==> src/rtl/mult_unit.sv <==
`default_nettype none
// ============================================================================
// Module   : mult_unit
// Purpose  : Iterative radix-2 shift-add multiplier with HI/LO result registers
// Revision : 1.0
// ============================================================================
module mult_unit #(
    parameter int WIDTH = 32
) (
    input  logic             clk,
    input  logic             reset,
    input  logic             start_multE,
    input  logic             signedE,
    input  logic [WIDTH-1:0] srcaE,
    input  logic [WIDTH-1:0] srcbE,
    input  logic             mthiE,
    input  logic             mtloE,
    output logic             busy_multE,
    output logic             mult_doneE,
    output logic [WIDTH-1:0] hi,
    output logic [WIDTH-1:0] lo
);

    localparam int c_CW = $clog2(WIDTH);
    localparam logic [c_CW-1:0] c_LAST = c_CW'(WIDTH - 1);

    typedef enum logic [1:0] {
        S_IDLE   = 2'd0,
        S_RUN    = 2'd1,
        S_FINISH = 2'd2
    } state_t;

    state_t r_state;
    state_t w_next;

    logic [WIDTH-1:0]   r_mcand;
    logic [WIDTH-1:0]   r_mplier;
    logic [2*WIDTH-1:0] r_acc;
    logic               r_neg;
    logic [c_CW-1:0]    r_count;
    logic               r_done;
    logic [WIDTH-1:0]   r_hi;
    logic [WIDTH-1:0]   r_lo;

    logic               w_start;
    logic [WIDTH-1:0]   w_mag_a;
    logic [WIDTH-1:0]   w_mag_b;
    logic [WIDTH:0]     w_add;
    logic [2*WIDTH-1:0] w_product;

    assign w_start   = (r_state == S_IDLE) && start_multE;
    assign w_mag_a   = (signedE && srcaE[WIDTH-1]) ? -srcaE : srcaE;
    assign w_mag_b   = (signedE && srcbE[WIDTH-1]) ? -srcbE : srcbE;
    // Upper accumulator half plus multiplicand, carry kept in the extra bit
    assign w_add     = {1'b0, r_acc[2*WIDTH-1:WIDTH]}
                     + (r_mplier[0] ? {1'b0, r_mcand} : '0);
    assign w_product = r_neg ? -r_acc : r_acc;

    always_ff @(posedge clk) begin
        if (reset) begin
            r_state <= S_IDLE;
        end else begin
            r_state <= w_next;
        end
    end

    always_comb begin
        w_next = r_state;
        case (r_state)
            S_IDLE:   if (start_multE) w_next = S_RUN;
            S_RUN:    if (r_count == c_LAST) w_next = S_FINISH;
            S_FINISH: w_next = S_IDLE;
            default:  w_next = S_IDLE;
        endcase
    end

    always_ff @(posedge clk) begin
        if (reset) begin
            r_mcand  <= '0;
            r_mplier <= '0;
            r_acc    <= '0;
            r_neg    <= 1'b0;
            r_count  <= '0;
            r_done   <= 1'b0;
            r_hi     <= '0;
            r_lo     <= '0;
        end else begin
            r_done <= (r_state == S_RUN) && (r_count == c_LAST);
            case (r_state)
                S_IDLE: begin
                    if (w_start) begin
                        r_mcand  <= w_mag_a;
                        r_mplier <= w_mag_b;
                        r_neg    <= signedE & (srcaE[WIDTH-1] ^ srcbE[WIDTH-1]);
                        r_acc    <= '0;
                        r_count  <= '0;
                    end else begin
                        if (mthiE) r_hi <= srcaE;
                        if (mtloE) r_lo <= srcaE;
                    end
                end
                S_RUN: begin
                    // {carry, acc, multiplier} >> 1: acc LSB moves into multiplier MSB
                    r_acc    <= {w_add, r_acc[WIDTH-1:1]};
                    r_mplier <= {r_acc[0], r_mplier[WIDTH-1:1]};
                    r_count  <= r_count + 1'b1;
                end
                S_FINISH: begin
                    r_hi <= w_product[2*WIDTH-1:WIDTH];
                    r_lo <= w_product[WIDTH-1:0];
                end
                default: ;
            endcase
        end
    end

    assign busy_multE = (r_state != S_IDLE);
    assign mult_doneE = r_done;
    assign hi         = r_hi;
    assign lo         = r_lo;

endmodule
`default_nettype wire

==> config.mk <==
export PLATFORM = sky130hd
export DESIGN_NAME = mult_unit
export DESIGN_NICKNAME = d
export VERILOG_FILES = /design/src/rtl/mult_unit.sv
export SDC_FILE = /design/constraint.sdc
export NUM_CORES = 1
export LEC_CHECK = 0
export ABC_AREA = 1
export CAP_MARGIN = 40
export CORE_ASPECT_RATIO = 0.5
export CORE_MARGIN = 2
export CORE_UTILIZATION = 60
export CTS_CLUSTER_SIZE = 25
export DETAILED_ROUTE_END_ITERATION = 10
export PLACE_DENSITY = 0.93
export SYNTH_ARGS = -nofsm -noshare
export SYNTH_HDL_FRONTEND = slang
export SYNTH_SLANG_ARGS = --single-unit
==> constraint.sdc <==
create_clock -name clk -period 4.7 [get_ports clk]
set_clock_uncertainty 0.05 [all_clocks]
set_input_delay 1.41 -clock clk [delete_from_list [all_inputs] [get_ports clk]]
set_output_delay 1.41 -clock clk [all_outputs]
set_load 0.05 [all_outputs]
### Word level (Yosys, flattened, before mapping)

Index checks and enable logic that the tools add are counted.

| cells by class | value |
|---|---|
| add/subtract/negate cells | 5 |
| equality and inequality tests | 9 |
| multiplexer cells | 19 |
| bitwise logic cells | 2 |
| reductions and logical operators | 13 |

Operator list:

| cell | number |
|---|---|
| two-way mux 32 bit | 8 |
| case mux 32 bit (2 select lines) | 3 |
| two-way mux 64 bit | 2 |
| case mux 64 bit (2 select lines) | 1 |
| negation 32 bit | 2 |
| negation 64 bit | 1 |
| adder 32 x 32 -> 33 bit | 1 |
| inequality test 2 bit, second input constant | 6 |
| case mux 5 bit (2 select lines) | 1 |
| AND reduction 2 bit | 3 |
| AND reduction 3 bit | 2 |
| nonzero test 2 bit | 3 |
| adder 5 x 1 -> 5 bit, second input constant | 1 |
| equality test 5 bit, second input constant | 1 |
| two-way mux 5 bit | 1 |
| logical AND 1 bit | 4 |
| two-way mux 2 bit | 2 |
| case mux 2 bit (2 select lines) | 1 |
| equality test 2 x 1 -> 1 bit, second input constant | 1 |
| equality test 2 bit, second input constant | 1 |
| logical NOT 2 bit | 1 |
| bitwise AND 1 bit | 1 |
| XOR 1 bit | 1 |

| storage, ports and cells | value |
|---|---|
| bits in registers | 201 |
| input bits | 70 |
| logic and storage cells | 57 |

### Logic depth before layout (Yosys ltp)

Gate-level depths: netlist of the first run.

| logic depth | value |
|---|---|
| depth in word-level cells | 4 |
| depth in mapped cells | 18 |
| mapped depth without buffers | 16 |

### Worst setup path before layout of the first run

OpenSTA, ideal clock, no wires.

| path | value |
|---|---|
| path kind | input port to flip-flop |
| start | in srcaE[0] |
| end | reg r_mcand[20] |
| library setup time | 120 ps |
| arrival | 2,571 ps |
| path slack | 1,959 ps |
| cell stages on the path | 10 |
| cell sequence | inv_1 ha_1 nand3_1 nor2_1 nand2_1 nor2_1 nand3_1 nand2_1 xor2_1 a21oi_1 |

| between the ends | value |
|---|---|
| longest elaborated chain between the ends | 2 |

Ends and longest elaborated chain:

| item | RTL line | source |
|---|---|---|
| start: declaration | 14 | `input logic [WIDTH-1:0] srcaE,` |
| negation 32 bit | 52 | `assign w_mag_a = (signedE && srcaE[WIDTH-1]) ? -srcaE : srcaE;` |
| two-way mux 32 bit | 52 |  |
| end signal: assignment | 92 | `r_mcand <= w_mag_a;` |
| end: declaration | 36 | `logic [WIDTH-1:0] r_mcand;` |

No other way between the ends.
A chain may end at the register's enable or synchronous reset.

### Worst setup path in the final report of the first run

| path | value |
|---|---|
| start | reg r_state[1] |
| end | out busy_multE |

| between the ends | value |
|---|---|
| longest elaborated chain between the ends | 1 |

Ends and longest elaborated chain:

| item | RTL line | source |
|---|---|---|
| start: declaration | 33 | `state_t r_state;` |
| start signal: assignment | 63 | `r_state <= w_next;` |
| nonzero test 2 bit | 117 | `assign busy_multE = (r_state != S_IDLE);` |
| end: declaration | 18 | `output logic busy_multE,` |

No other way between the ends.

==> key figures, run 1 <==
Floorplanning
  – Initial Utilization: 0.6064
  – Num rows: 40
  – Die Span X: 223.2 um
  – IO Count: 136
  – Area of the die: 25,360 sq um
  – Core Box Area: 23,770 sq um
  – Die Span Y: 113.6 um

Setup path
  – Crit-path cells: nor2_1 -> inv_2 -> clkdlybuf4s50_1
  – Crit path max-delay family: buffers and inverters
  – CP max-delay cell: clkdlybuf4s50_1
  – Peak fanout along the critical path: 3
  – Largest stage delay on the critical path: 800 ps
  – Worst r2r src: r_mplier[0]
  – Setup crit end kind: output port
  – Crit path kind: flop to output port
  – Critical Path Start Type: flop
  – CP Launch Point: r_state[1]
  – WP buf/inv: 2
  – Crit path arrival time: 1940 ps
  – Req. time, crit path: 3240 ps

Global route
  – First-pass GRT wire length: 77,830 um
  – Vias in the first global route: 14,890
  – Pin count of the biggest net entering global routing: 101
  – GRT overflow: 0
  – GRT Total Usage: 0.3866
  – Initial antenna violation count: 1

STA
  – Tcrit/Tclk final: 0.7244
  – Max_slew headroom: 0.3389
  – Setup-failing EPs final: 0
  – Final Hold Fails: 0
  – Worst-Margin Slew: 990.6 ps
  – Tmin final: 3405 ps
  – Slew Limit Fails: 0
  – RSZ-0062 raised after global routing: false
  – Setup tns final: 0 ps
  – Achievable clock frequency: 0.2937 GHz

Detailed routing
  – Drt pass-1 iters: 11
  – Drt wl/cell: 17.53 um
  – Via count: 16,920
  – Initial detailed-routing violation count: 2,491
  – Drt total wl: 50,140 um
  – Via density per instance: 5.913
  – Post-route ant nets: 0
  – Post-route DRC: 1

Yosys
  – Async SR Flop Fraction: 0
  – Distinct cells, synth: 43
  – Post-synth EDFFs: 0
  – Flops & latches, synth: 201
  – Syn Std Cell Area: 14,420 sq um
  – Cells after Synth: 2,457
  – Sequential share of the synthesized area: 0.2791
  – Synth Flop Type: dfxtp_1
  – Post-Syn Nets: 2,565
  – Mapped Avg Cell Area: 5.867 sq um
  – Yosys warning count: 0

Run
  – Max-Cap Viols: 0

Finish
  – N_diodes: 0
  – Seq. cell area: 4025 sq um
  – Final nets: 2,641
  – Synth-to-layout area growth: 14.89%
  – Multi-input gate area: 8787 sq um
  – Fillers: 2,013
  – Design Area, Final: 16,560 sq um
  – Layout cells sized above 1: 0.04360

Clock network
  – TritonCTS clock tree: yes
  – Clock-pin slew of the registers on the worst-case setup and hold paths: 60 ps
  – Post-cts resize count: 0
  – Setup Buffers After CTS: 0
  – Clock sink total: 201
  – Clock buffer depth: 3
  – Clk_lat worst skew: 530 ps
  – Clock root buffer master: clkbuf_16
  – CTS buffer count: 20
  – H-tree Lvls: 1
  – Cts hold-fix bufs: 0

Status
  – Failing checks: design-rule violations
  – Status: complete, but fails checks

Pwr
  – Peak supply drop: 0.1760 mV
  – LEAKAGE: 7.954 nW
  – Pwr Density: 258.7 nW/um^2

Worst hold path
  – Hold Path Origin: r_count[4]
  – Hold Crit Class: flop to flop

Placement
  – Detailed Place HPWL: 37,530 um
  – IO Port Bufs: 135
  – Post-DP Area: 15,920 sq um
  – GP Congestion: 1.010
-- stage by stage --
step / worst slack (ps) / cells / utilization / power, mW / hold WS (ps)
final: 1295 / 2861 / 0.6967 / 4.285 / 422.4
after global routing: 1166 / 2861 / 0.6967 / 4.417 / 448.5
after CTS: 1280 / 2861 / 0.6967 / 4.255 / 422.7
after detailed placement: 930.1 / 2826 / 0.6697 / 2.647 / 413.8
after global placement: 976.6 / 2824 / 0.6677 / 2.629 / 402.7
after floorplan: 1959 / 2457 / - / 2.366 / 395.3
-- state kept, by name, indices dropped and copies added, names as in the netlist --
signal / flops
r_mplier: 32
mult_doneE: 1
r_acc: 64
r_mcand: 32
lo: 32
r_count: 5
r_state: 2
r_neg: 1
hi: 32
-- worst reg2reg max path: stages (launching register included) --
cell     delay, ps
dfxtp_1        550
nand2_1        220
inv_1          100
ha_1           230
inv_1           80
fa_1           360
inv_1          160
nand3_1         90
nand3_1        230
nand2_1        110
nand2_1        120
nand2_1        120
nand3_1        130
nand2_1         70
nand3_1         90
a21oi_1         70
-- worst paths after layout --
kind	slack, ps	depth (start not counted)	to
worst min register to register	420	2	r_count[4]
worst max register to register	1780	15	r_acc[55]
worst max-delay path	1300	3	busy_multE
worst min-delay path	420	2	r_count[4]
-- where the power goes --
group	internal (mW)	total [mW]	leakage [nW]	switching, mW
combinational	0.262	0.799	5.99	0.538
sequential	1.78	1.84	1.64	0.0564
clock	0.901	1.65	0.320	0.748
-- final cells by class --
| type | count | share of cell area |
|---|---|---|
| timing repair buffer | 153 | 0.09231 |
| clock buffer | 30 | 0.03679 |
| inverter | 316 | 0.07161 |
| clock inverter | 5 | 0.001964 |
| tap | 315 | 0.02380 |
| multi-input combinational | 1841 | 0.5305 |
| sequential | 201 | 0.2430 |
-- cell families (layout without fill, tap and decap cells) --
| group | Yosys count | after routing | synth area share |
|---|---|---|---|
| buffers and inverters | 415 | 504 | 0.1119 |
| AND/OR/NAND/NOR | 1361 | 1361 | 0.4018 |
| XOR/XNOR | 18 | 18 | 0.01094 |
| AO/OA/AOI/OAI | 424 | 424 | 0.1627 |
| flip-flops | 201 | 201 | 0.2791 |
| adder cells (fa/ha/maj) | 38 | 38 | 0.03350 |
-- metal layers --
metal / GRT usage / part of all wire
met1: 0.5114 / 0.40
met2: 0.6058 / 0.43
met3: 0.08913 / 0.12
met4: 0.1754 / 0.047
met5: 0 / 0.00026
-- cell usage in the layout (no fill, tap or decap), drive strengths merged --
master	n
nand3	271
o21a	1
fa	1
and2	3
a21o	2
clkdlybuf4s50	134
nand2	735
nand4	24
o31ai	17
or2	18
a21oi	206
a22oi	20
nor2	261
o311a	1
o21ai	121
nor4	5
xnor2	2
xor2	16
o22ai	1
a31oi	35
nor3b	1
nor3	25
o221ai	2
o211ai	9
a221oi	1
buf	19
clkbuf	30
inv	315
o21bai	7
clkinv	6
ha	37
nand3b	18
o311ai	1
dfxtp	201
-- synth_stat cells, types with 2 or more instances --
| cell | instances | area, sq um |
|---|---|---|
| or2_2 | 17 | 106.4 |
| buf_4 | 2 | 15.01 |
| o221ai_1 | 2 | 17.52 |
| o21ai_0 | 111 | 555.5 |
| o21bai_1 | 7 | 52.55 |
| nand3b_1 | 18 | 135.1 |
| nor2_2 | 10 | 62.56 |
| nor2_1 | 245 | 919.6 |
| nand4_1 | 24 | 150.1 |
| o31ai_1 | 17 | 127.6 |
| xor2_1 | 16 | 140.1 |
| and2_1 | 3 | 18.77 |
| o211ai_1 | 9 | 67.56 |
| nand2_1 | 724 | 2718 |
| nand3_1 | 267 | 1336 |
| nand3_2 | 4 | 40.04 |
| o21ai_1 | 5 | 25.02 |
| dfxtp_1 | 201 | 4024 |
| nand2_2 | 11 | 68.82 |
| nor3_1 | 25 | 125.1 |
| ha_1 | 37 | 462.9 |
| xnor2_1 | 2 | 17.52 |
| inv_1 | 309 | 1160 |
| a22oi_1 | 20 | 150.1 |
| a21o_1 | 2 | 15.01 |
| nor2_4 | 6 | 67.56 |
| buf_1 | 7 | 26.28 |
| clkinv_1 | 2 | 7.510 |
| o21ai_2 | 5 | 43.79 |
| inv_2 | 5 | 18.77 |
| buf_2 | 38 | 190.2 |
| nor4_1 | 5 | 31.28 |
| a31oi_1 | 35 | 219.0 |
| clkbuf_1 | 52 | 195.2 |
| a21oi_1 | 206 | 1031 |
Power figures use the tool's default switching activity.
==> run 2: changes to the inputs <==
--- a/config.mk
+++ b/config.mk
@@ -9,10 +9,10 @@
 export CAP_MARGIN = 40
 export CORE_ASPECT_RATIO = 0.5
 export CORE_MARGIN = 2
-export CORE_UTILIZATION = 60
+export CORE_UTILIZATION = 59
 export CTS_CLUSTER_SIZE = 25
 export DETAILED_ROUTE_END_ITERATION = 10
-export PLACE_DENSITY = 0.93
+export PLACE_DENSITY = 0.92
 export SYNTH_ARGS = -nofsm -noshare
 export SYNTH_HDL_FRONTEND = slang
 export SYNTH_SLANG_ARGS = --single-unit
==> constraint.sdc (replaced) <==
create_clock -name clk -period 3.2 [get_ports clk]
set_clock_uncertainty 0.05 [all_clocks]
set_input_delay 0.96 -clock clk [delete_from_list [all_inputs] [get_ports clk]]
set_output_delay 0.96 -clock clk [all_outputs]
set_load 0.05 [all_outputs]
==> key figures, run 2 (synthesis gave the netlist of run 1 again) <==
Finish
  – Synth-to-layout area growth: 16.72%
  – Most frequent cells in the layout: nand2_1, inv_1, nand3_1, nor2_1, a21oi_1
  – Final std cells w/o fill: 2,887
  – Max FFs per register: 64
  – Layout cells sized above 1: 0.05329
  – Fillers: 2,097
  – Commonest non-fill, non-tap cell in the layout: nand2_1
  – Finished Core Util: 0.7019
  – Final nets: 2,666
  – Biggest register: r_acc
  – Design Area, Final: 16,830 sq um

Pwr
  – Int Pwr: 4.496 mW
  – Clock Power Share: 0.395
  – Peak supply drop: 0.4050 mV
  – Logic pwr share: 0.189
  – Pwr Density: 385.9 nW/um^2
  – Total Power: 6.495 mW
  – LEAKAGE: 8.102 nW
  – Sw Share: 0.3076
  – Psw: 1.998 mW
  – Flop pwr share: 0.416

Floorplanning
  – Num rows: 40
  – Die Span X: 225.1 um
  – Die Span Y: 114.5 um
  – Area of the die: 25,780 sq um
  – Initial Utilization: 0.6014
  – IO Count: 136
  – Core Box Area: 23,970 sq um

Setup path
  – Crit path kind: flop to output port
  – Req. time, crit path: 2190 ps
  – Critical Path Start Type: flop
  – Largest stage delay on the critical path: 730 ps
  – Setup crit end kind: output port
  – Crit path arrival time: 2060 ps
  – Crit-path cells: nor2_1 -> inv_2 -> clkdlybuf4s50_1
  – Peak fanout along the critical path: 3
  – CP max-delay cell: clkdlybuf4s50_1

Clock network
  – Post-cts resize count: 0
  – Cts hold-fix bufs: 0
  – TritonCTS clock tree: yes
  – Setup Buffers After CTS: 0
  – CTS buffer count: 20
  – Clk_lat worst skew: 520 ps
  – Clock buffer depth: 3
  – Clock root buffer master: clkbuf_16
  – Clock sink total: 201
  – H-tree Lvls: 1
  – Clock-pin slew of the registers on the worst-case setup and hold paths: 60 ps

Placement
  – IO Port Bufs: 135
  – Place WS: 201.0 ps
  – Detailed Place HPWL: 40,900 um
  – GP Congestion: 1.056
  – Post-DP Area: 16,140 sq um
  – # placed instances: 2,851

Global route
  – Vias in the first global route: 14,970
  – First-pass GRT wire length: 81,510 um
  – GRT overflow: 0
  – GRT Total Usage: 0.4049
  – Initial antenna violation count: 1
  – Pin count of the biggest net entering global routing: 133

STA
  – Tmin final: 3070 ps
  – PnR worst setup slack: 130.4 ps
  – Max_slew headroom: 0.4993
  – Final Hold Fails: 0
  – RSZ-0062 raised after global routing: false
  – Worst-Margin Slew: 749.2 ps
  – Tcrit/Tclk final: 0.9593
  – Setup tns final: 0 ps
  – Achievable clock frequency: 0.3258 GHz
  – Setup-failing EPs final: 0
  – Slew Limit Fails: 0
  – Min Hold Slack: 429.9 ps

Detailed routing
  – Drt total wl: 53,710 um
  – Drt wl/cell: 18.61 um
  – Drt pass-1 iters: 9
  – Via count: 17,100
  – Post-route ant nets: 0
  – Post-route DRC: 0
  – Via density per instance: 5.924
  – Initial detailed-routing violation count: 2,398

Status
  – Status: complete, no violations

Run
  – Max-Cap Viols: 0

Worst hold path
  – Hold Crit Class: flop to flop
[run 2: power groups by stage]
stage          combinational, mW  sequential (mW)  clock [mW]
3_3_place_gp                1.17             2.75           0
6_report                    1.23             2.70        2.57
2_1_floorplan              0.627             2.85           0
3_5_place_dp                1.19             2.75           0
5_1_grt                     1.31             2.70        2.67
4_1_cts                     1.20             2.69        2.55
[run 2: final timing paths]
kind / depth (start not counted) / slack [ps] / endpoint / startpoint
max: 3 / 130 / busy_multE / r_state[1]
min: 2 / 430 / r_mplier[2] / r_mplier[2]
max reg2reg: 15 / 490 / r_acc[59] / r_mplier[0]
min reg2reg: 2 / 430 / r_mplier[2] / r_mplier[2]
[run 2: cell type report]
type,instances,area [sq um],share of cell area
Antenna cell,1,2.502,0.0001487
Clock buffer,25,550.5,0.03272
Clock inverter,10,135.1,0.008030
Inverter,316,1186,0.07049
Multi-Input combinational cell,1841,8787,0.5222
Sequential cell,201,4025,0.2392
Tap cell,315,394.1,0.02342
Timing Repair Buffer,178,1747,0.1038
[run 2: routing by layer]
metal | vias to the layer above | wire (um) | global-route usage | share of wire
li1 | 8175 | - | - | -
met1 | 7791 | 22400 | 0.5629 | 0.42
met2 | 979 | 22600 | 0.6175 | 0.42
met3 | 159 | 6250 | 0.07544 | 0.12
met4 | 0 | 2463 | 0.1691 | 0.046
met5 | - | 0 | 0 | 0
[run 2: critical path: cells and delay by family, from the launching register on]
family | cells | cell delay (ps)
AND/OR/NAND/NOR | 1 | 320
flip-flops | 1 | 350
buffers and inverters | 2 | 870
